==> config.mk <==
export PLATFORM = sky130hd
export DESIGN_NAME = wb_port_arbiter
export DESIGN_NICKNAME = d
export VERILOG_FILES = /design/src/rtl/wb_port_arbiter_pkg.sv /design/src/rtl/wb_pending_fifo.sv /design/src/rtl/wb_port_arbiter.sv
export SDC_FILE = /design/constraint.sdc
export NUM_CORES = 1
export LEC_CHECK = 0
export ABC_CLOCK_PERIOD_IN_PS = 6000
export CORE_ASPECT_RATIO = 1.4
export CORE_MARGIN = 2
export CORE_UTILIZATION = 50
export CTS_BUF_LIST = sky130_fd_sc_hd__clkbuf_4 sky130_fd_sc_hd__clkbuf_8 sky130_fd_sc_hd__clkbuf_16
export CTS_CLUSTER_DIAMETER = 120
export DETAILED_ROUTE_END_ITERATION = 8
export PLACE_DENSITY_LB_ADDON = 0.3
export SLEW_MARGIN = 20
export SYNTH_ARGS = -nofsm -noshare
export SYNTH_HDL_FRONTEND = slang
export SYNTH_SLANG_ARGS = --single-unit
==> constraint.sdc <==
create_clock -name clk -period 6 [get_ports clk]
set_input_delay 0.9 -clock clk [delete_from_list [all_inputs] [get_ports clk]]
set_output_delay 0.9 -clock clk [all_outputs]
set_load 0.02 [all_outputs]
==> src/rtl/wb_port_arbiter_pkg.sv <==
// Shared defaults and grant encoding for the register-file write-port arbiter.
package wb_port_arbiter_pkg;

  localparam int REG_FILE_WIDTH = 32;
  localparam int ADDR_WIDTH     = 5;
  localparam int WBARB_DEPTH    = 4;
  localparam int WBARB_MAX_WAIT = 8;

  typedef enum logic [1:0] {
    GNT_NONE = 2'd0,
    GNT_PIPE = 2'd1,
    GNT_LONG = 2'd2
  } grant_e;

endpackage

==> src/rtl/wb_pending_fifo.sv <==
// Circular pending queue for long-latency results; each entry carries a live bit
// that a younger pipeline write to the same register can clear in parallel.
module wb_pending_fifo
  import wb_port_arbiter_pkg::*;
#(
  parameter int DATA_W = REG_FILE_WIDTH,
  parameter int ADDR_W = ADDR_WIDTH,
  parameter int DEPTH  = WBARB_DEPTH,
  localparam int PTR_W = $clog2(DEPTH),
  localparam int CNT_W = PTR_W + 1
) (
  input  logic              clk,
  input  logic              reset,
  input  logic              i_push,
  input  logic [ADDR_W-1:0] i_push_addr,
  input  logic [DATA_W-1:0] i_push_data,
  input  logic              i_push_killed,
  input  logic              i_pop,
  input  logic              i_kill_en,
  input  logic [ADDR_W-1:0] i_kill_addr,
  output logic              o_head_valid,
  output logic              o_head_killed,
  output logic [ADDR_W-1:0] o_head_addr,
  output logic [DATA_W-1:0] o_head_data,
  output logic [CNT_W-1:0]  o_count,
  output logic              o_full
);

  logic [ADDR_W-1:0] r_addr [DEPTH];
  logic [DATA_W-1:0] r_data [DEPTH];
  logic [DEPTH-1:0]  r_live;
  logic [PTR_W-1:0]  r_wr_ptr;
  logic [PTR_W-1:0]  r_rd_ptr;
  logic [CNT_W-1:0]  r_count;
  logic              w_empty;

  always_ff @(posedge clk) begin
    if (i_push) begin
      r_addr[r_wr_ptr] <= i_push_addr;
      r_data[r_wr_ptr] <= i_push_data;
    end
  end

  // Kill first so a same-cycle push into a freed slot keeps its own live bit.
  always_ff @(posedge clk) begin
    if (reset) begin
      r_live   <= '0;
      r_wr_ptr <= '0;
      r_rd_ptr <= '0;
      r_count  <= '0;
    end else begin
      for (int i = 0; i < DEPTH; i++) begin
        if (i_kill_en && (r_addr[i] == i_kill_addr)) r_live[i] <= 1'b0;
      end
      if (i_push) begin
        r_live[r_wr_ptr] <= !i_push_killed;
        r_wr_ptr         <= r_wr_ptr + PTR_W'(1);
      end
      if (i_pop) r_rd_ptr <= r_rd_ptr + PTR_W'(1);
      case ({i_push, i_pop})
        2'b10:   r_count <= r_count + CNT_W'(1);
        2'b01:   r_count <= r_count - CNT_W'(1);
        default: r_count <= r_count;
      endcase
    end
  end

  assign w_empty       = (r_count == '0);
  assign o_head_valid  = !w_empty && r_live[r_rd_ptr];
  assign o_head_killed = !w_empty && !r_live[r_rd_ptr];
  assign o_head_addr   = r_addr[r_rd_ptr];
  assign o_head_data   = r_data[r_rd_ptr];
  assign o_count       = r_count;
  assign o_full        = (r_count == CNT_W'(DEPTH));

endmodule

==> src/rtl/wb_port_arbiter.sv <==
// Arbitrates the single register-file write port between the WB pipeline path and
// queued long-latency results, with an aging override that stalls WB for one cycle.
module wb_port_arbiter
  import wb_port_arbiter_pkg::*;
#(
  parameter int DATA_W   = REG_FILE_WIDTH,
  parameter int ADDR_W   = ADDR_WIDTH,
  parameter int DEPTH    = WBARB_DEPTH,
  parameter int MAX_WAIT = WBARB_MAX_WAIT,
  localparam int CNT_W   = $clog2(DEPTH) + 1,
  localparam int AGE_W   = $clog2(MAX_WAIT + 1)
) (
  input  logic              clk,
  input  logic              reset,
  input  logic              p_we,
  input  logic [ADDR_W-1:0] p_addr,
  input  logic [DATA_W-1:0] p_data,
  input  logic              l_valid,
  output logic              l_ready,
  input  logic [ADDR_W-1:0] l_addr,
  input  logic [DATA_W-1:0] l_data,
  output logic              rf_we,
  output logic [ADDR_W-1:0] rf_addr,
  output logic [DATA_W-1:0] rf_data,
  output logic              wb_stall,
  output logic [CNT_W-1:0]  q_count
);

  function automatic logic [AGE_W-1:0] age_sat_inc(input logic [AGE_W-1:0] a);
    return (a == AGE_W'(MAX_WAIT)) ? a : a + AGE_W'(1);
  endfunction

  logic              w_p_req;
  logic              w_push;
  logic              w_push_killed;
  logic              w_pop;
  logic              w_stall;
  logic              w_kill_en;
  logic              w_head_valid;
  logic              w_head_killed;
  logic [ADDR_W-1:0] w_head_addr;
  logic [DATA_W-1:0] w_head_data;
  logic [CNT_W-1:0]  w_count;
  logic              w_full;
  logic              w_aged;
  grant_e            w_grant;
  logic [AGE_W-1:0]  r_age;

  assign w_p_req       = p_we && (p_addr != '0);
  assign l_ready       = !reset && !w_full;
  assign w_push        = l_valid && l_ready && (l_addr != '0);
  assign w_kill_en     = (w_grant == GNT_PIPE);
  assign w_push_killed = w_kill_en && (l_addr == p_addr);
  assign w_aged        = (r_age == AGE_W'(MAX_WAIT));

  wb_pending_fifo #(
    .DATA_W (DATA_W),
    .ADDR_W (ADDR_W),
    .DEPTH  (DEPTH)
  ) u_fifo (
    .clk           (clk),
    .reset         (reset),
    .i_push        (w_push),
    .i_push_addr   (l_addr),
    .i_push_data   (l_data),
    .i_push_killed (w_push_killed),
    .i_pop         (w_pop),
    .i_kill_en     (w_kill_en),
    .i_kill_addr   (p_addr),
    .o_head_valid  (w_head_valid),
    .o_head_killed (w_head_killed),
    .o_head_addr   (w_head_addr),
    .o_head_data   (w_head_data),
    .o_count       (w_count),
    .o_full        (w_full)
  );

  // A killed head drains without using the port, so the pipeline may still write.
  always_comb begin
    w_grant = GNT_NONE;
    w_pop   = 1'b0;
    w_stall = 1'b0;
    if (!reset) begin
      if (w_head_killed) begin
        w_pop = 1'b1;
        if (w_p_req) w_grant = GNT_PIPE;
      end else if (w_head_valid && w_aged) begin
        w_grant = GNT_LONG;
        w_pop   = 1'b1;
        w_stall = w_p_req;
      end else if (w_head_valid && !w_p_req) begin
        w_grant = GNT_LONG;
        w_pop   = 1'b1;
      end else if (w_p_req) begin
        w_grant = GNT_PIPE;
      end
    end
  end

  assign rf_we    = (w_grant != GNT_NONE);
  assign rf_addr  = (w_grant == GNT_LONG) ? w_head_addr : p_addr;
  assign rf_data  = (w_grant == GNT_LONG) ? w_head_data : p_data;
  assign wb_stall = w_stall;
  assign q_count  = reset ? '0 : w_count;

  always_ff @(posedge clk) begin
    if (reset || w_pop || (w_count == '0)) begin
      r_age <= '0;
    end else if (w_head_valid) begin
      r_age <= age_sat_inc(r_age);
    end
  end

endmodule

After elaboration in Yosys (flattened, before gate mapping)

Memories as Yosys holds them, arrays and structs flattened. A register that Yosys moved wholly into a read port is not among the register bits.
Cells that the tools add are included.

Flip-flop bits (word level): 15
Memory bits (writable): 148
Bits of input ports: 78
Word-level logic and storage cells: 91
Memories: 2

$add $sub $neg: 5
Order comparisons: 3
Equal/unequal tests: 11
Muxes and demuxes: 36
Bitwise operators: 1
Reduce and logical (&&, ||, !) cells: 28

Memory list:

| name          | words | bits a word | rd ports | clocked after Yosys merged registers in | write ports | RTL line              | RTL |
|---|---|---|---|---|---|---|---|
| u_fifo.r_data | 4     | 32          | 1        | 1                                       | 1           | wb_pending_fifo.sv:30 | `logic [DATA_W-1:0] r_data [DEPTH];` |
| u_fifo.r_addr | 4     | 5           | 5        | 1                                       | 1           | wb_pending_fifo.sv:29 | `logic [ADDR_W-1:0] r_addr [DEPTH];` |

Operator list:

| cell                | count |
|---|---|
| $mux 32             | 1 |
| $eq 5x5->1          | 5 |
| $mux 1              | 20 |
| $mux 2              | 8 |
| $logic_and 1x1->1   | 14 |
| $reduce_bool 5->1   | 2 |
| $logic_not 1->1     | 6 |
| $lt 2x3->1 const B  | 2 |
| $pmux 3 s2          | 1 |
| $mux 5              | 1 |
| $add 2x1->2 const B | 2 |
| $add 4x1->4 const B | 1 |
| $bwmux 4            | 1 |
| $eq 2x1->1 const B  | 2 |
| $eq 2x2->1 const B  | 2 |
| $eq 4x4->1 const B  | 1 |
| $mux 4              | 1 |
| $reduce_bool 2->1   | 2 |
| $add 3x1->3 const B | 1 |
| $eq 3x3->1 const B  | 1 |
| $logic_not 3->1     | 1 |
| $mux 3              | 1 |
| $sub 3x1->3 const B | 1 |
| $bmux 1 s2          | 1 |
| 5 further kinds     | 6 |

Longest topological paths before layout

Gate-level depths: netlist (run 1).

Word-level depth: 14
Gate-level depth with buffers: 11
Mapped depth without buffers: 11

By module

Synthesis (run 1) repeated with hierarchy kept, for this count alone.

Cells, all modules: 383
Area, all modules: 7225.7 µm²

By module, submodules not included:

| module          | times used | cells an instance | area each (µm²) |
|---|---|---|---|
| wb_pending_fifo | 1          | 286               | 6244.7 |
| wb_port_arbiter | 1          | 97                | 980.9 |

Worst setup path before layout (run 1)

OpenSTA, ideal clock, no wires.

Path type: input-to-reg
Start: input reset
End: memory u_fifo.r_addr[0][0] in the netlist's numbering, enable pin
Setup time: 0.431 ns
Arrival: 3.285 ns
Required time: 5.569 ns
Setup slack: 2.284 ns
Stages: 4
Path buffers: 1
Cell sequence: clkbuf_1 > a211oi_1 > nand2_1 > nor2_1

Word-level cells in the longest chain between the ends: 6

Ends and longest elaborated chain:

| what                            | RTL line              | RTL |
|---|---|---|
| start, declared                 | wb_port_arbiter.sv:14 | `input logic reset,` |
| $logic_not 1->1                 | -                     |  |
| $logic_and 1x1->1               | wb_port_arbiter.sv:50 | `assign l_ready = !reset && !w_full;` |
| $logic_and 1x1->1 (2 in series) | wb_port_arbiter.sv:51 | `assign w_push = l_valid && l_ready && (l_addr != '0);` |
| $mux 1                          | wb_pending_fifo.sv:38 | `if (i_push) begin` |
| $mux 1 (implied by the code)    | wb_pending_fifo.sv:39 | `r_addr[r_wr_ptr] <= i_push_addr;` |
| end, declared                   | wb_pending_fifo.sv:29 |  |

No other way between the ends.

Worst setup path after layout (run 1)

Start: input p_addr[0]
End: output rf_data[3]

Word-level cells in the longest chain between the ends: 10
Elaborated cells between the ends (all ways): 11

Ends and longest elaborated chain:

| what                | RTL line               | RTL |
|---|---|---|
| start, declared     | wb_port_arbiter.sv:16  | `input logic [ADDR_W-1:0] p_addr,` |
| $reduce_bool 5->1 * | wb_port_arbiter.sv:49  | `assign w_p_req = p_we && (p_addr != '0);` |
| $logic_and 1x1->1 * | wb_port_arbiter.sv:49  |  |
| $logic_not 1->1     | wb_port_arbiter.sv:91  | `end else if (w_head_valid && !w_p_req) begin` |
| $logic_and 1x1->1   | wb_port_arbiter.sv:91  |  |
| $mux 2              | wb_port_arbiter.sv:91  |  |
| $mux 2              | wb_port_arbiter.sv:87  | `end else if (w_head_valid && w_aged) begin` |
| $mux 2 *            | wb_port_arbiter.sv:84  | `if (w_head_killed) begin` |
| $mux 2 *            | wb_port_arbiter.sv:83  | `if (!reset) begin` |
| $eq 2x2->1 *        | wb_port_arbiter.sv:102 | `assign rf_data = (w_grant == GNT_LONG) ? w_head_data : p_data;` |
| $mux 32 *           | wb_port_arbiter.sv:102 |  |
| end, declared       | wb_port_arbiter.sv:24  | `output logic [DATA_W-1:0] rf_data,` |

Mark *: on every way between the ends. The rest lies on a longest branch, timed or not.

==> results of run 1 <==
-- cells by family after synthesis --
kind of cell / after synthesis
and+or+nand+nor: 54
AOI/OAI and AO/OA: 23
buffers and inverters: 36
xor gates and xnor gates: 29
DFF: 165
adders and majority gates: 8
muxes: 78
-- power groups by stage --
stage          clock network (mW)  registers, mW  logic (mW)
6_report                     1.08           1.39       0.611
2_1_floorplan                   0           1.35       0.475
4_1_cts                      1.10           1.40       0.621
3_5_place_dp                    0           1.42       0.618
5_1_grt                      1.14           1.41       0.655
3_3_place_gp                    0           1.42       0.610
-- per-layer routing --
layer | vias to the layer above | part of all wire | wire length [um]
met5 | - | 0 | 0
li1 | 1805 | - | -
met4 | 0 | 0.022 | 311
met2 | 112 | 0.55 | 7670
met3 | 24 | 0.042 | 587
met1 | 1988 | 0.39 | 5480
-- state kept, by name, summed over array words and instances (netlist names), named ones only --
name	flops
r_age	4
u_fifo.r_data	128
u_fifo.r_live	4
u_fifo.r_wr_ptr	2
u_fifo.r_addr	20
u_fifo.r_rd_ptr	2
u_fifo.o_count	3
-- placed cells by master, fill, tap and decap left out, types with 3 or more instances in the layout --
cell             instances
inv_8                    3
nand2_1                  8
nor2b_1                  3
inv_1                   15
edfxtp_1               148
mux2_4                  30
o21ai_0                  3
dfxtp_1                 15
o311ai_0                 3
and3_1                   3
mux4_2                  38
nor4_1                   4
xnor2_1                 25
xor2_1                   4
clkdlybuf4s50_1        120
ha_1                     7
a21oi_1                  4
nand3_1                  9
inv_6                    5
buf_4                    5
mux2_2                  10
o32ai_1                  3
clkbuf_16               17
nor2_4                   3
nor2_1                  13
-- per-stage QoR --
step / setup slack, ns / hold slack (ns) / instances
floorplan: 2.28 / 0.426 / 393
global placement: 1.05 / 0.441 / 683
detailed placement: 0.986 / 0.478 / 683
CTS: 0.972 / 0.487 / 715
global route: 1.09 / 0.520 / 715
finish: 1.17 / 0.487 / 715
-- final timing paths --
| kind | start | to | cells past startpoint |
|---|---|---|---|
| worst max-delay path | p_addr[0] | rf_data[3] | 6 |
| worst min-delay path | r_age[0]$_SDFFE_PP0P_ | r_age[0]$_SDFFE_PP0P_ | 1 |
| worst max register to register | u_fifo.r_rd_ptr[0]$_SDFFE_PP0P_ | u_fifo.o_count[2]$_SDFFE_PP0P_ | 9 |
| worst min register to register | r_age[0]$_SDFFE_PP0P_ | r_age[0]$_SDFFE_PP0P_ | 1 |
-- cell type report --
class | count | share of cell area
clock buffers | 17 | 0.0464
clock inverters | 15 | 0.0182
inverters | 16 | 0.00655
multi-input cells | 192 | 0.246
flip-flops and latches | 165 | 0.522
well taps | 185 | 0.0253
repair buffers | 125 | 0.135
==> results.cfg, run 1 <==
[run_status]
status = complete, no violations

[synth]
synthAdderAreaFrac = 0.0149
synth_compound_area_frac = 0.0231
synthSimpleGateAreaFrac = 0.0383
synth_top_area_share = 0.616
synth-edff-count = 148
synth_ff_type = edfxtp_1
ys_ff_latch = 165
synthTopCellsByArea = edfxtp_1 (62%), mux4_2 (12%), mux2_4 (6.2%)
synthDistinctLibCells = 43
synthTopCellsByCount = edfxtp_1 (148), mux4_2 (38), mux2_4 (30)
synthXorXnorAreaFrac = 0.0352
async_flop_share = 0
synthesis.nets = 479
synth_top_area_cell = edfxtp_1
seq_area_frac_synth = 0.663
netlist_area_um2 = 7210
synth_top_family_by_area = multiplexers
yosysMostFrequentCell = edfxtp_1
avgSynthCellArea_um2 = 18.4
synthMuxAreaShare = 0.197
syn_inst = 393
synth_warnings = 0

[timing]
final.setup.tns_ns = 0
period_share = 0.805
slew_viol_final = 0
rsz0062_at_grt = no
setup_viol = 0
relSlewSlack = 0.306
min_period_ns = 4.83
max_freq_mhz = 207
worst_pin_slew_ns = 1.04
finalClockSkew_ns = 0.00795
hold_viol = 0

[global_route]
grt_use_total = 0.189
grt_antenna_before_repair = 0
grt-busiest-layer = met2
met3_usage = 0.0460
grt_max_degree = 38
grt_pass1_wl_um = 22100
grt_overflow_total = 0
met1_usage = 0.216
grt_pass1_vias = 4225
grt_use_met2 = 0.341

[drt]
route.detailed.drc = 0
first_pass_iters = 4
wl_um = 14100
ant_nets = 0
avgRoutedWirePerCell_um = 19.7
drt_iter0_drc = 224
post_drt_via_cell_ratio = 5.50
vias = 3929

[floorplanning]
die_x_um = 106
num_rows = 51
die-area_um2 = 15400
die_h_um = 146
core_area_um2 = 14000
start_util = 0.514
num_io_pins = 121

[pwr]
p_seq_frac = 0.452
sw_frac_of_total = 0.256
power_mw = 3.08
p_sw_uw = 789
clock_power_share = 0.349
share_comb_of_total_power = 0.198
p_int_mw = 2.29
power_density_nw_per_um2 = 336
irDropWorstVdd_mv = 0.225
p_leak_nw = 3.10

[finish]
diodes = 0
design_area_um2 = 9160
multi_input_area_um2 = 2250
drive_above_1_share = 0.232
area.growth.synth_to_final_pct = 27.0
finalNetCount = 603
utilization = 0.653
ff_latch_area_um2 = 4790
final.fill_count = 1016

[worst_setup_path]
cp.arrival_ns = 3.93
max_stage_delay_ns = 0.62
path_common_cell = clkdlybuf4s50_1
cp_cell_sequence = clkdlybuf4s50_1 > or4_4 > o21a_1 > a211o_4 > mux2_4 > clkdlybuf4s50_1
worst-path-buf-inv = 2
start_kind = input pin
crit_fanout = 37
r2r_setup_slack_ns = 3.18
crit_path_end_kind = primary output
critPathSlowestCell = or4_4
crit_type = input pin to primary output
critPathRequiredTime_ns = 5.10
cp_top_family = buffers and inverters

[worst_hold_path]
min_path_type = flop to flop

[flow_run]
drv_cap = 0

[place]
placed_cell_area_um2 = 8560
portBuffers = 120
hpwl_um = 9290
routabilityCongestion = 0.756

[clock_network]
postCtsResizedCells = 0
cts_tree = built
clk_pin_slew_ns = 0.06
cts_buffers = 17
clock_sinks = 165
clock_path_buffers = 2
h-tree-depth = 4
clk_latency_ns = 0.41
root_buffer = clkbuf_16
ctsHoldBuffers = 0
post_cts_buffers = 0
No activity file was read; power rests on OpenSTA's default activity.
==> inputs of run 2 (changes only) <==
- ABC_CLOCK_PERIOD_IN_PS: 6000 -> 4500
- clock period: 6 -> 4.5 ns (I/O delays scaled with it)
==> results.cfg, run 2 (synthesis gave the netlist of run 1 again) <==
[run_status]
status = complete, no violations

[pwr]
power_mw = 4.08
p_leak_nw = 3.12
power_density_nw_per_um2 = 443
irDropWorstVdd_mv = 0.341

[worst_setup_path]
max_stage_delay_ns = 0.55
r2r_cells = 9
path_common_cell = clkdlybuf4s50_1
worst-path-buf-inv = 3
critPathSlowestCell = or4_4
cp_cell_sequence = clkdlybuf4s50_1 > or4_4 > o21a_1 > a211o_2 > buf_4 > mux2_4 > clkdlybuf4s50_1
start_kind = input pin
critPathRequiredTime_ns = 3.83
cp.depth = 7
crit_type = input pin to primary output
crit_fanout = 19
cp.arrival_ns = 3.38
cp_top_family = buffers and inverters
crit_path_end_kind = primary output

[timing]
relSlewSlack = 0.352
final.setup.tns_ns = 0
max_freq_mhz = 247
period_share = 0.901
min_period_ns = 4.05
hold_viol = 0
finalClockSkew_ns = 0.00927
setup_viol = 0
rsz0062_at_grt = no
slew_viol_final = 0
worst_pin_slew_ns = 0.972

[drt]
dr.max_layer_used = met4
met1_length_um = 5390
dr_wl_met2_um = 7650
drt_iter0_drc = 230
ant_nets = 0
route.detailed.drc = 0
first_pass_iters = 4
vias = 3932
wl_met3_um = 650
wl_um = 14000
avgRoutedWirePerCell_um = 19.4
post_drt_via_cell_ratio = 5.45

[floorplanning]
die_h_um = 146
die_x_um = 106
core_area_um2 = 14000
die-area_um2 = 15400
start_util = 0.514
num_io_pins = 121
num_rows = 51

[finish]
ff_latch_area_um2 = 4790
largest-register = u_fifo.r_data
reg_top3 = u_fifo.r_data (128), u_fifo.r_addr (20)
multi_input_area_um2 = 2250
area.growth.synth_to_final_pct = 27.6
drive_above_1_share = 0.244
layout_commonest_cell = edfxtp_1
diodes = 0
final_cell_mix = edfxtp_1 (148), clkdlybuf4s50_1 (120), mux4_2 (38)
largest_register_ffs = 128
finalNetCount = 610
final.fill_count = 987

[global_route]
grt_max_degree = 38
grt_use_total = 0.189
grt_pass1_wl_um = 21900
grt_overflow_total = 0
grt_pass1_vias = 4123
grt_antenna_before_repair = 0

[clock_network]
ctsHoldBuffers = 0
root_buffer = clkbuf_16
postCtsResizedCells = 0
h-tree-depth = 4
cts_buffers = 17
clk_pin_slew_ns = 0.06
clock_sinks = 165
clk_latency_ns = 0.41
post_cts_buffers = 0
clock_path_buffers = 2
cts_tree = built

[place]
routabilityCongestion = 0.861
hpwl_um = 9200
portBuffers = 120

[flow_run]
drv_cap = 0

[worst_hold_path]
hold_path_depth = 1
min_path_type = flop to flop
## run 2: cell types whose count changed in the layout (fill, tap and decap cells not counted), sizes merged
cell	delta
clkbuf	+2
buf	+7
bufinv	-1
clkinv	-2
clkinvlp	+1
## run 2: final timing paths
kind,from,to,slack (ns)
setup / recovery,p_addr[2],rf_data[7],0.45
hold / removal,r_age[0]$_SDFFE_PP0P_,r_age[0]$_SDFFE_PP0P_,0.48
setup reg to reg,u_fifo.r_rd_ptr[0]$_SDFFE_PP0P_,u_fifo.o_count[2]$_SDFFE_PP0P_,1.56
hold reg to reg,r_age[0]$_SDFFE_PP0P_,r_age[0]$_SDFFE_PP0P_,0.48
## run 2: cell type report
| type | count | area share |
|---|---|---|
| well taps | 185 | 0.0251 |
| flip-flops and latches | 165 | 0.520 |
| clock inverters | 13 | 0.0148 |
| clock buffers | 19 | 0.0478 |
| multi-input cells | 192 | 0.244 |
| inverters | 16 | 0.00652 |
| repair buffers | 132 | 0.142 |
## run 2: report_power, final
part	switching (mW)	internal, mW
clock network	0.600	0.792
registers	0.101	1.75
logic	0.350	0.491
total	1.05	3.03
## run 2: worst reg2reg max path, cell delays in order (launching register included)
cell	delay, ns
dfxtp_1	0.42
mux4_2	0.60
a31oi_1	0.33
and2_1	0.21
ha_1	0.19
inv_1	0.07
fa_1	0.44
xor2_1	0.17
or3_1	0.32
a21oi_1	0.14
## run 2: routing by layer
| metal | GRT usage | up-vias |
|---|---|---|
| met3 | 0.0469 | 17 |
| li1 | - | 1814 |
| met1 | 0.210 | 1982 |
| met2 | 0.346 | 119 |
| met4 | 0.0717 | 0 |
| met5 | 0 | - |
## run 2: per-stage QoR
stage	utilization	instances	instance area [um2]	hold WS [ns]	setup slack (ns)
floorplan	-	393	7210	0.426	1.01
detailed placement	0.615	690	8630	0.461	0.443
global placement	0.615	690	8630	0.434	0.462
global route	0.656	722	9210	0.499	0.393
finish	0.656	722	9210	0.476	0.447
CTS	0.656	722	9210	0.476	0.438
